[config.mk]
export PLATFORM = sky130hd
export DESIGN_NAME = demux_1x2_blanked
export DESIGN_NICKNAME = d
export VERILOG_FILES = /design/src/rtl/demux_1x2_blanked.sv
export SDC_FILE = /design/constraint.sdc
export NUM_CORES = 1
export LEC_CHECK = 0
export CORE_AREA = 5 5 68 70
export DETAILED_ROUTE_END_ITERATION = 16
export DIE_AREA = 0 0 73 75
export PLACE_DENSITY = 0.75
export SETUP_SLACK_MARGIN = 0.5
export SLEW_MARGIN = 20
export SYNTH_ARGS = -nofsm -noshare
export SYNTH_HDL_FRONTEND = slang
export SYNTH_SLANG_ARGS = --single-unit
[constraint.sdc]
create_clock -name clk_i -period 2.2 [get_ports clk_i]
set_clock_uncertainty 0.15 [all_clocks]
set_input_delay 0.44 -clock clk_i [delete_from_list [all_inputs] [get_ports clk_i]]
set_output_delay 0.44 -clock clk_i [all_outputs]
set_load 0.01 [all_outputs]
[src/rtl/demux_1x2_blanked.sv]
// Registered 1-to-2 sample demultiplexer with break-before-make blanking on route changes.
// Both outputs read 0 for BLANK_CYCLES cycles whenever the selected route moves.
//
// state    | meaning
// ---------+-----------------------------------------------------------------
// ST_ROUTE | active route live: out[active] follows in_i, other output 0
// ST_BLANK | route change in progress: both outputs 0, counter runs to 0
module demux_1x2_blanked #(
    parameter int WIDTH        = 16,
    parameter int BLANK_CYCLES = 125
) (
    input  logic             clk_i,
    input  logic             rst_ni,
    input  logic             sel_i,
    input  logic [WIDTH-1:0] in_i,
    output logic [WIDTH-1:0] out0_o,
    output logic [WIDTH-1:0] out1_o,
    output logic             busy_o
);

    localparam int               CNT_W      = $clog2(BLANK_CYCLES + 1);
    localparam logic [CNT_W-1:0] CNT_RELOAD = CNT_W'(BLANK_CYCLES - 1);

    typedef enum logic {
        ST_ROUTE = 1'b0,
        ST_BLANK = 1'b1
    } state_e;

    state_e           state_q, state_d;
    logic             active_q, active_d;
    logic             pending_q, pending_d;
    logic [CNT_W-1:0] cnt_q, cnt_d;
    logic [WIDTH-1:0] out0_q, out0_d;
    logic [WIDTH-1:0] out1_q, out1_d;
    logic             busy_q, busy_d;

    logic             route_live;
    logic             route_sel;

    always_ff @(posedge clk_i or negedge rst_ni) begin
        if (!rst_ni) begin
            state_q   <= ST_ROUTE;
            active_q  <= 1'b0;
            pending_q <= 1'b0;
            cnt_q     <= '0;
            out0_q    <= '0;
            out1_q    <= '0;
            busy_q    <= 1'b0;
        end else begin
            state_q   <= state_d;
            active_q  <= active_d;
            pending_q <= pending_d;
            cnt_q     <= cnt_d;
            out0_q    <= out0_d;
            out1_q    <= out1_d;
            busy_q    <= busy_d;
        end
    end

    always_comb begin
        state_d   = state_q;
        active_d  = active_q;
        pending_d = pending_q;
        cnt_d     = cnt_q;
        unique case (state_q)
            ST_ROUTE: begin
                if (sel_i != active_q) begin
                    pending_d = sel_i;
                    cnt_d     = CNT_RELOAD;
                    state_d   = ST_BLANK;
                end
            end
            ST_BLANK: begin
                // A request change mid-blank always restarts the full blank, even back to active.
                if (sel_i != pending_q) begin
                    pending_d = sel_i;
                    cnt_d     = CNT_RELOAD;
                end else if (cnt_q == '0) begin
                    active_d = pending_q;
                    state_d  = ST_ROUTE;
                end else begin
                    cnt_d = cnt_q - CNT_W'(1);
                end
            end
            default: state_d = ST_ROUTE;
        endcase
    end

    // The new route goes live on the same edge that the blank terminates.
    always_comb begin
        route_live = 1'b0;
        route_sel  = active_q;
        if (state_q == ST_ROUTE) begin
            route_live = (sel_i == active_q);
            route_sel  = active_q;
        end else begin
            route_live = (sel_i == pending_q) && (cnt_q == '0);
            route_sel  = pending_q;
        end
        out0_d = (route_live && !route_sel) ? in_i : '0;
        out1_d = (route_live &&  route_sel) ? in_i : '0;
        busy_d = !route_live;
    end

    assign out0_o = out0_q;
    assign out1_o = out1_q;
    assign busy_o = busy_q;

endmodule
==> results.sh, run 1 <==
export IMPL_crit_path_start_kind="flop"
export IMPL_power_share_combinational_pct=12.1
export IMPL_synthToLayoutAreaGrowth_pct=49.4
export IMPL_synthAdderAreaFrac_pct=1.49
export IMPL_crit_type="reg -> reg"
export IMPL_die_w_um=73
export IMPL_drive_above_1_share_pct=26.4
export IMPL_placed_cells=230
export IMPL_synth_area_sq_um=1680
export IMPL_yosysUniqueCellTypes=33
export IMPL_rsz0062_at_grt="true"
export IMPL_synthXorXnorAreaFrac_pct=2.01
export IMPL_drv_cap=0
export IMPL_reg2regPathDepth=5
export IMPL_final_cell_mix="dfrtp_1, dlygate4sd2_1, and2_1"
export IMPL_ff2ff_setup_slack_ns=0.43
export IMPL_clockBufferDepth=2
export IMPL_gp_congestion=0.859
export IMPL_drtPass1Iterations=5
export IMPL_cp_end_kind="flop"
export IMPL_final_instance_count_excl_fill=251
export IMPL_r2r_end="cnt_q[3]$_DFFE_PN0P_"
export IMPL_failed_checks="hold timing"
export IMPL_htree_num_levels=2
export IMPL_cp_required_ns=2.24
export IMPL_status="finished, violations left"
export IMPL_overflow=0
export IMPL_total_power_mw=1.62
export IMPL_clk_latency_ns=0.30
export IMPL_setup_violations=0
export IMPL_synth_mux_area_share_pct=1.79
export IMPL_hold_viol=10
export IMPL_hpwl_um=2720
export IMPL_grt_usage_pct=16.2
export IMPL_critical_path_arrival_ns=1.81
export IMPL_maxSlewViolCount=0
export IMPL_p_clk_share_pct=37.5
export IMPL_cts_tree="done"
export IMPL_io_pins=52
export IMPL_synth_compound_area_share_pct=6.78
export IMPL_fmax_mhz=564
export IMPL_p_sw_share_pct=22.4
export IMPL_fin_crit_sh_pct=80.6
export IMPL_path_clk_slew_ns=0.08
export IMPL_period_minus_slack_ns=1.77
export IMPL_cts_made_buffers=5
export IMPL_drc_errors=0
export IMPL_routed_via_density=5.01
export IMPL_peakVddDrop_v=0.000409
export IMPL_wl_per_cell_um=16.8
export IMPL_yosys_warnings=0
export IMPL_fillCellCount=317
export IMPL_rows=23
export IMPL_grt_max_degree=28
export IMPL_p_leak_nw=1.32
export IMPL_slew_headroom_pct=59.8
export IMPL_place_area_sq_um=2230
export IMPL_start_util_pct=42.9
export IMPL_routed_wl_um=4210
export IMPL_final_core_util_pct=64.1
export IMPL_worst_slack_ns=0.427
export IMPL_synthCells=130
export IMPL_drt_met1_wl_um=1500
export IMPL_seq_area_frac_synth_pct=62.5
export IMPL_wl_met3_um=375
export IMPL_cts_sinks=42
export IMPL_fin_setup_tns_ns=0
export IMPL_ant_nets=0
export IMPL_grt_pass1_wl_um=6500
export IMPL_fin_nets=222
export IMPL_p_int_mw=1.26
export IMPL_grt_pass1_vias=1331
export IMPL_design_area_sq_um=2510
export IMPL_coreArea_sq_um=3910
export IMPL_vias=1258
export IMPL_crit_fanout=8
export IMPL_post_place_ws_ns=0.0181
export IMPL_mostFrequentLayoutCell="dfrtp_1"
export IMPL_port_buffers=51
export IMPL_synth_top_family_by_area="simple AND/OR/NAND/NOR gates"
export IMPL_p_per_area_nw_per_um2=647
export IMPL_synth_simple_area_share_pct=21.7
export IMPL_top_layer="met4"
export IMPL_seqPwrFrac_pct=50.4
export IMPL_r2r_start="busy_o$_DFF_PN0_"
export IMPL_fin_hold_ws_ns=-0.00798
export IMPL_cts_root_buffer="clkbuf_8"
export IMPL_antenna_found_initial=0
export IMPL_synth_fp_nets=151
export IMPL_num_antenna_cells=0
export IMPL_postSynthAreaPerCell_sq_um=12.9
export IMPL_hold_path_class="in -> async"
export IMPL_drt_iter0_markers=38
export IMPL_dieArea_sq_um=5480
export IMPL_wl_met2_um=2230
export IMPL_netSwitchingPower_uw=364
export IMPL_synth_seq_cells=42
export IMPL_tightest_slew_ns=0.603
export IMPL_die_h_um=75
==> power by group through the flow <==
stage / clock network [mW] / logic [mW] / registers [mW]
floorplan: 0 / 0.0739 / 0.823
global placement: 0 / 0.129 / 0.827
detailed placement: 0 / 0.136 / 0.829
CTS: 0.621 / 0.163 / 0.815
global route: 0.660 / 0.212 / 0.821
finish: 0.610 / 0.196 / 0.819
==> cells in the mapped netlist <==
library cell / n / area, sq um
dfrtp_1: 42 / 1050
and2_1: 33 / 206
nand2_1: 5 / 18.8
inv_1: 4 / 15.0
a311oi_1: 3 / 26.3
a31oi_1: 3 / 18.8
buf_6: 3 / 33.8
mux2i_1: 3 / 30.0
nor2_1: 3 / 11.3
nor2b_1: 3 / 18.8
o21ai_0: 3 / 15.0
ha_1: 2 / 25.0
nand4_1: 2 / 12.5
xnor2_1: 2 / 17.5
a21boi_2: 1 / 11.3
a21oi_1: 1 / 5.00
a22o_1: 1 / 8.76
a41oi_1: 1 / 8.76
and2_4: 1 / 8.76
buf_2: 1 / 5.00
buf_4: 1 / 7.51
nand2b_1: 1 / 6.26
nand3b_1: 1 / 7.51
nand4_2: 1 / 12.5
nor2_2: 1 / 6.26
nor2b_2: 1 / 8.76
nor3_1: 1 / 5.00
nor3_4: 1 / 16.3
nor3b_1: 1 / 7.51
nor3b_4: 1 / 18.8
o22ai_2: 1 / 12.5
o31ai_1: 1 / 7.51
xnor2_2: 1 / 16.3
==> registers in the layout, summed over array words and instances (netlist names) <==
register   flops
active_q       1
out0_o        16
pending_q      1
busy_o         1
out1_o        16
cnt_q          7
==> routing by layer <==
layer  global-route usage, %  vias to the layer above
met2                    27.4                       51
met5                       0                        -
met3                    6.94                       10
met1                    17.8                      626
li1                        -                      571
met4                    7.38                        0
==> critical path, stage by stage (launching register included) <==
cell	delay (ns)
dfrtp_2	0.42
buf_4	0.18
mux2i_1	0.15
xnor2_2	0.43
nor2b_1	0.12
a31oi_1	0.24
==> final cells by class <==
| type | count | area (sq um) | share of cell area (%) |
|---|---|---|---|
| Inverter | 4 | 15.0 | 0.598 |
| Sequential cell | 42 | 1050 | 42.0 |
| Clock inverter | 1 | 30.0 | 1.20 |
| Clock buffer | 6 | 82.6 | 3.29 |
| Multi-Input combinational cell | 79 | 649 | 25.9 |
| Timing Repair Buffer | 69 | 617 | 24.6 |
| Tap cell | 50 | 62.6 | 2.49 |
==> timing repair <==
item | 4_1_cts | 5_1_grt
hold buffers | 0 | 0
buffers inserted | 7 | 6
gates cloned | 1 | 0
pin swaps | 7 | 9
endpoints found under the setup margin | 72 | 38
resized for setup | 49 | 11
==> worst max-delay path by stage <==
stage,start,end,slack [ns],depth (start not counted)
final,busy_o$_DFF_PN0_,cnt_q[3]$_DFFE_PN0P_,0.43,5
after detailed placement,sel_i,cnt_q[3]$_DFFE_PN0P_,0.02,5
after global routing,busy_o$_DFF_PN0_,cnt_q[3]$_DFFE_PN0P_,0.35,5
after global placement,sel_i,cnt_q[4]$_DFFE_PN0P_,0.13,5
after floorplan,cnt_q[0]$_DFFE_PN0P_,cnt_q[2]$_DFFE_PN0P_,0.51,7
after CTS,cnt_q[1]$_DFFE_PN0P_,out1_o[0]$_DFF_PN0_,0.48,7
==> cell families after synthesis <==
family | count (synthesis)
AOI/OAI and AO/OA | 15
xor gates and xnor gates | 3
adders and majority gates | 2
buffers and inverters | 9
DFF | 42
muxes | 3
and+or+nand+nor | 56
Note: power is estimated with default switching activity, not from simulation.
==> run 2, diff against run 1 <==
Settings changed: CORE_AREA 5 5 68 70 to 5 5 71 73, DIE_AREA 0 0 73 75 to 0 0 76 78, PLACE_DENSITY 0.75 to 0.72.
Clock period 2.2 ns to 1.5 ns, I/O delays scaled along.
==> results.sh, run 2 (synthesis results as in run 1) <==
export IMPL_critPathSlowestCell="dfrtp_1"
export IMPL_start_util_pct=39.1
export IMPL_mostFrequentLayoutCell="dfrtp_1"
export IMPL_fin_setup_tns_ns=-9.63
export IMPL_hpwl_um=2690
export IMPL_die_h_um=78
export IMPL_r2r_start="cnt_q[0]$_DFFE_PN0P_"
export IMPL_cts_tree="done"
export IMPL_cts_sinks=42
export IMPL_cts_made_buffers=5
export IMPL_period_minus_slack_ns=1.79
export IMPL_htree_num_levels=2
export IMPL_slew_headroom_pct=73.4
export IMPL_grt_pass1_wl_um=6530
export IMPL_fin_hold_ws_ns=0.364
export IMPL_max_stage_delay_ns=0.39
export IMPL_crit_fanout=7
export IMPL_coreArea_sq_um=4290
export IMPL_register_area_sq_um=1050
export IMPL_place_area_sq_um=2380
export IMPL_peakVddDrop_v=0.000425
export IMPL_hold_path_class="in -> async"
export IMPL_crit_type="reg -> reg"
export IMPL_ant_nets=0
export IMPL_dieArea_sq_um=5930
export IMPL_maxSlewViolCount=0
export IMPL_status="finished, violations left"
export IMPL_routed_wl_um=3710
export IMPL_vias=1215
export IMPL_clockBufferDepth=2
export IMPL_drt_iter0_markers=38
export IMPL_path_clk_slew_ns=0.08
export IMPL_gp_congestion=0.846
export IMPL_reg2regPathDepth=6
export IMPL_drc_errors=0
export IMPL_fillCellCount=372
export IMPL_fin_nets=225
export IMPL_synthToLayoutAreaGrowth_pct=44.3
export IMPL_cp_required_ns=1.50
export IMPL_p_leak_nw=1.23
export IMPL_p_per_area_nw_per_um2=972
export IMPL_setup_violations=41
export IMPL_fmax_mhz=559
export IMPL_drive_above_1_share_pct=38.0
export IMPL_final_cell_mix="dfrtp_1, and2_1, buf_2"
export IMPL_wl_per_cell_um=14.4
export IMPL_failed_checks="setup timing"
export IMPL_design_area_sq_um=2420
export IMPL_grt_pass1_vias=1381
export IMPL_critical_path_arrival_ns=1.79
export IMPL_die_w_um=76
export IMPL_clk_latency_ns=0.28
export IMPL_antenna_found_initial=0
export IMPL_port_buffers=51
export IMPL_final_core_util_pct=56.5
export IMPL_tightest_slew_ns=0.398
export IMPL_grt_usage_pct=13.4
export IMPL_rows=24
export IMPL_multiInputGateArea_sq_um=593
export IMPL_cp_startpoint="cnt_q[0]$_DFFE_PN0P_"
export IMPL_hold_viol=0
export IMPL_cts_root_buffer="clkbuf_8"
export IMPL_fin_crit_sh_pct=119
export IMPL_worstPathCellList="inv_2, ha_4, nor3b_4, nand4_2, a311oi_1, a31oi_1"
export IMPL_rsz0062_at_grt="true"
export IMPL_cp_end_kind="flop"
export IMPL_drv_cap=0
export IMPL_drtPass1Iterations=4
export IMPL_overflow=0
export IMPL_crit_path_start_kind="flop"
export IMPL_io_pins=52
export IMPL_grt_max_degree=43
export IMPL_worst_slack_ns=-0.288
export IMPL_routed_via_density=4.73
export IMPL_num_antenna_cells=0
run 2: layout make-up:
class                   count  area share, %
repair buffers             72           24.1
multi-input cells          79           24.5
well taps                  52           2.68
clock buffers               6           2.99
clock inverters             2           1.55
inverters                   4          0.722
flip-flops and latches     42           43.4
run 2: per-stage QoR:
| stage | setup WS, ns | instances | total power, mW |
|---|---|---|---|
| 2_1_floorplan | -0.127 | 130 | 1.33 |
| 3_3_place_gp | -0.349 | 245 | 1.49 |
| 3_5_place_dp | -0.441 | 245 | 1.51 |
| 4_1_cts | -0.277 | 257 | 2.38 |
| 5_1_grt | -0.392 | 257 | 2.47 |
| 6_report | -0.288 | 257 | 2.36 |
run 2: worst paths after layout:
path / endpoint / slack (ns)
max: cnt_q[3]$_DFFE_PN0P_ / -0.29
min: out1_o[4]$_DFF_PN0_ / 0.36
max reg2reg: cnt_q[3]$_DFFE_PN0P_ / -0.29
min reg2reg: pending_q$_DFFE_PN0P_ / 0.44
max in group asynchronous: busy_o$_DFF_PN0_ / 0.62
min in group clk_i: out0_o[8]$_DFF_PN0_ / 0.44
run 2: metal layers:
| layer | vias to the layer above | track usage (%) | share of wire [%] |
|---|---|---|---|
| met4 | 0 | 2.67 | 0.35 |
| met5 | - | 0 | 0 |
| met3 | 2 | 5.79 | 7.6 |
| met1 | 582 | 16.4 | 44 |
| li1 | 584 | - | - |
| met2 | 47 | 22.1 | 48 |
run 2: worst max-delay path, delay by kind of cell, from the launching register on:
family / cells / cell delay [ns]
adder cells (fa/ha/maj): 1 / 0.13
buffers and inverters: 1 / 0.08
flip-flops: 1 / 0.39
AO/OA/AOI/OAI: 2 / 0.38
AND/OR/NAND/NOR: 2 / 0.52
run 2: power by group:
| part | switching, mW | total [mW] | internal (mW) | leakage, nW |
|---|---|---|---|---|
| logic | 0.130 | 0.309 | 0.178 | 0.625 |
| clock network | 0.369 | 0.865 | 0.496 | 0.0514 |
| registers | 0.0263 | 1.18 | 1.16 | 0.550 |
run 2: repair_timing:
action / CTS / global route
endpoints found under the setup margin: 75 / 75
setup buffers: 3 / 0
hold endpoints to repair: 42 / 0
resized for setup: 142 / 4
pin swaps: 2 / 0
hold buffers: 1 / 0
==> run 3, diff against run 2 <==
Settings changed: CORE_AREA 5 5 71 73 to 5 5 68 70, DIE_AREA 0 0 76 78 to 0 0 73 75, PLACE_DENSITY 0.72 to 0.75.
Clock period 1.5 ns to 2.3 ns, I/O delays scaled along.
==> results.sh, run 3 (synthesis results as in run 1) <==
export IMPL_grt_util_met1_pct=17.5
export IMPL_final_cell_mix="dfrtp_1, dlymetal6s2s_1, and2_1"
export IMPL_power_share_combinational_pct=11.6
export IMPL_antenna_found_initial=0
export IMPL_rows=23
export IMPL_routed_via_density=4.88
export IMPL_path_clk_slew_ns=0.09
export IMPL_placed_cells=229
export IMPL_maxSlewViolCount=0
export IMPL_top_usage_layer="met2"
export IMPL_hpwl_um=2630
export IMPL_worst_slack_ns=0.492
export IMPL_htree_num_levels=2
export IMPL_grt_pass1_wl_um=6310
export IMPL_vias=1200
export IMPL_grt_use_met3_pct=8.68
export IMPL_worstPathCellList="inv_2, ha_4, nor3b_4, buf_6, nand4_4, a311oi_2, a31oi_1"
export IMPL_mostFrequentLayoutCell="dfrtp_1"
export IMPL_drc_errors=0
export IMPL_ff2ff_setup_slack_ns=0.49
export IMPL_drive_above_1_share_pct=24.0
export IMPL_io_pins=52
export IMPL_p_sw_share_pct=24.5
export IMPL_netSwitchingPower_uw=352
export IMPL_wl_per_cell_um=16.5
export IMPL_total_power_mw=1.44
export IMPL_cts_sinks=42
export IMPL_port_buffers=51
export IMPL_final_core_util_pct=64.9
export IMPL_overflow=0
export IMPL_max_stage_delay_ns=0.41
export IMPL_crit_fanout=6
export IMPL_cp_end_kind="flop"
export IMPL_fin_setup_tns_ns=0
export IMPL_use_met2_pct=24.4
export IMPL_fin_hold_ws_ns=0.0666
export IMPL_routed_wl_um=4070
export IMPL_clk_latency_ns=0.29
export IMPL_grt_pass1_vias=1317
export IMPL_clockBufferDepth=2
export IMPL_dieArea_sq_um=5480
export IMPL_post_place_ws_ns=0.0169
export IMPL_peakVddDrop_v=0.000427
export IMPL_num_antenna_cells=0
export IMPL_crit_type="reg -> reg"
export IMPL_p_int_mw=1.09
export IMPL_fmax_mhz=553
export IMPL_crit_path_start_kind="flop"
export IMPL_ant_nets=0
export IMPL_place_area_sq_um=2220
export IMPL_synthToLayoutAreaGrowth_pct=51.1
export IMPL_final_instance_count_excl_fill=246
export IMPL_p_per_area_nw_per_um2=567
export IMPL_cts_root_buffer="clkbuf_8"
export IMPL_hold_viol=0
export IMPL_cp_required_ns=2.32
export IMPL_p_clk_share_pct=33.9
export IMPL_drt_iter0_markers=112
export IMPL_gp_congestion=0.884
export IMPL_status="complete, no violations"
export IMPL_drv_cap=0
export IMPL_fin_crit_sh_pct=78.6
export IMPL_period_minus_slack_ns=1.81
export IMPL_hold_path_class="in -> async"
export IMPL_setup_violations=0
export IMPL_grt_usage_pct=15.4
export IMPL_coreArea_sq_um=3910
export IMPL_drtPass1Iterations=4
export IMPL_critPathSlowestCell="dfrtp_1"
export IMPL_critical_path_arrival_ns=1.82
export IMPL_rsz0062_at_grt="true"
export IMPL_seqPwrFrac_pct=54.5
export IMPL_design_area_sq_um=2540
export IMPL_p_leak_nw=1.62
export IMPL_tightest_slew_ns=0.536
export IMPL_grt_max_degree=43
export IMPL_cts_tree="done"
export IMPL_start_util_pct=42.9
export IMPL_die_w_um=73
export IMPL_die_h_um=75
export IMPL_fin_nets=216
export IMPL_slew_headroom_pct=64.0
export IMPL_cts_made_buffers=5
-- run 3: cell count changes in the layout (fill, tap and decap cells not counted), sizes merged --
cell           previous run  this run
dlymetal6s2s              0        27
buf                      54        13
dlygate4sd3               1         0
bufinv                    1         0
clkdlybuf4s50            16        21
dlygate4sd2               1         2
clkinv                    0         1
-- run 3: timing repair --
action | CTS | global route
setup endpoints to repair | 30 | 65
cloned | 1 | 0
resized for setup | 10 | 43
hold buffers | 0 | 0
pin swaps | 1 | 14
setup buffers | 1 | 7
-- run 3: area by class of cell --
class / count / area (sq um)
Clock inverter: 2 / 12.5
Tap cell: 50 / 62.6
Multi-Input combinational cell: 79 / 638
Clock buffer: 6 / 82.6
Inverter: 4 / 15.0
Sequential cell: 42 / 1050
Timing Repair Buffer: 63 / 676
Fill cell: 317 / 1380
-- run 3: path summary, 6_finish.rpt --
check,start,endpoint,cells after the start
worst max-delay path,cnt_q[1]$_DFFE_PN0P_,cnt_q[4]$_DFFE_PN0P_,7
worst min-delay path,rst_ni,cnt_q[4]$_DFFE_PN0P_,2
worst max register to register,cnt_q[1]$_DFFE_PN0P_,cnt_q[4]$_DFFE_PN0P_,7
worst min register to register,cnt_q[6]$_DFFE_PN0P_,cnt_q[6]$_DFFE_PN0P_,1
max in group asynchronous,rst_ni,busy_o$_DFF_PN0_,2
min in group clk_i,cnt_q[6]$_DFFE_PN0P_,cnt_q[6]$_DFFE_PN0P_,1
-- run 3: layer usage --
metal  up-vias  routed length (um)
met2        47                2110
li1        560                   -
met4         0                  43
met5         -                   0
met1       585                1480
met3         8                 428
-- run 3: power by group through the flow --
stage / Clock [mW] / Sequential [mW] / Combinational [mW]
4_1_cts: 0.501 / 0.781 / 0.134
5_1_grt: 0.537 / 0.786 / 0.181
3_3_place_gp: 0 / 0.791 / 0.122
3_5_place_dp: 0 / 0.794 / 0.131
2_1_floorplan: 0 / 0.788 / 0.0707
6_report: 0.488 / 0.783 / 0.167
-- run 3: critical path: cells and delay by family (launching register included) --
kind / cells / cell delay, ns
AO/OA/AOI/OAI: 2 / 0.39
adder cells (fa/ha/maj): 1 / 0.14
buffers and inverters: 2 / 0.24
flip-flops: 1 / 0.41
AND/OR/NAND/NOR: 2 / 0.36
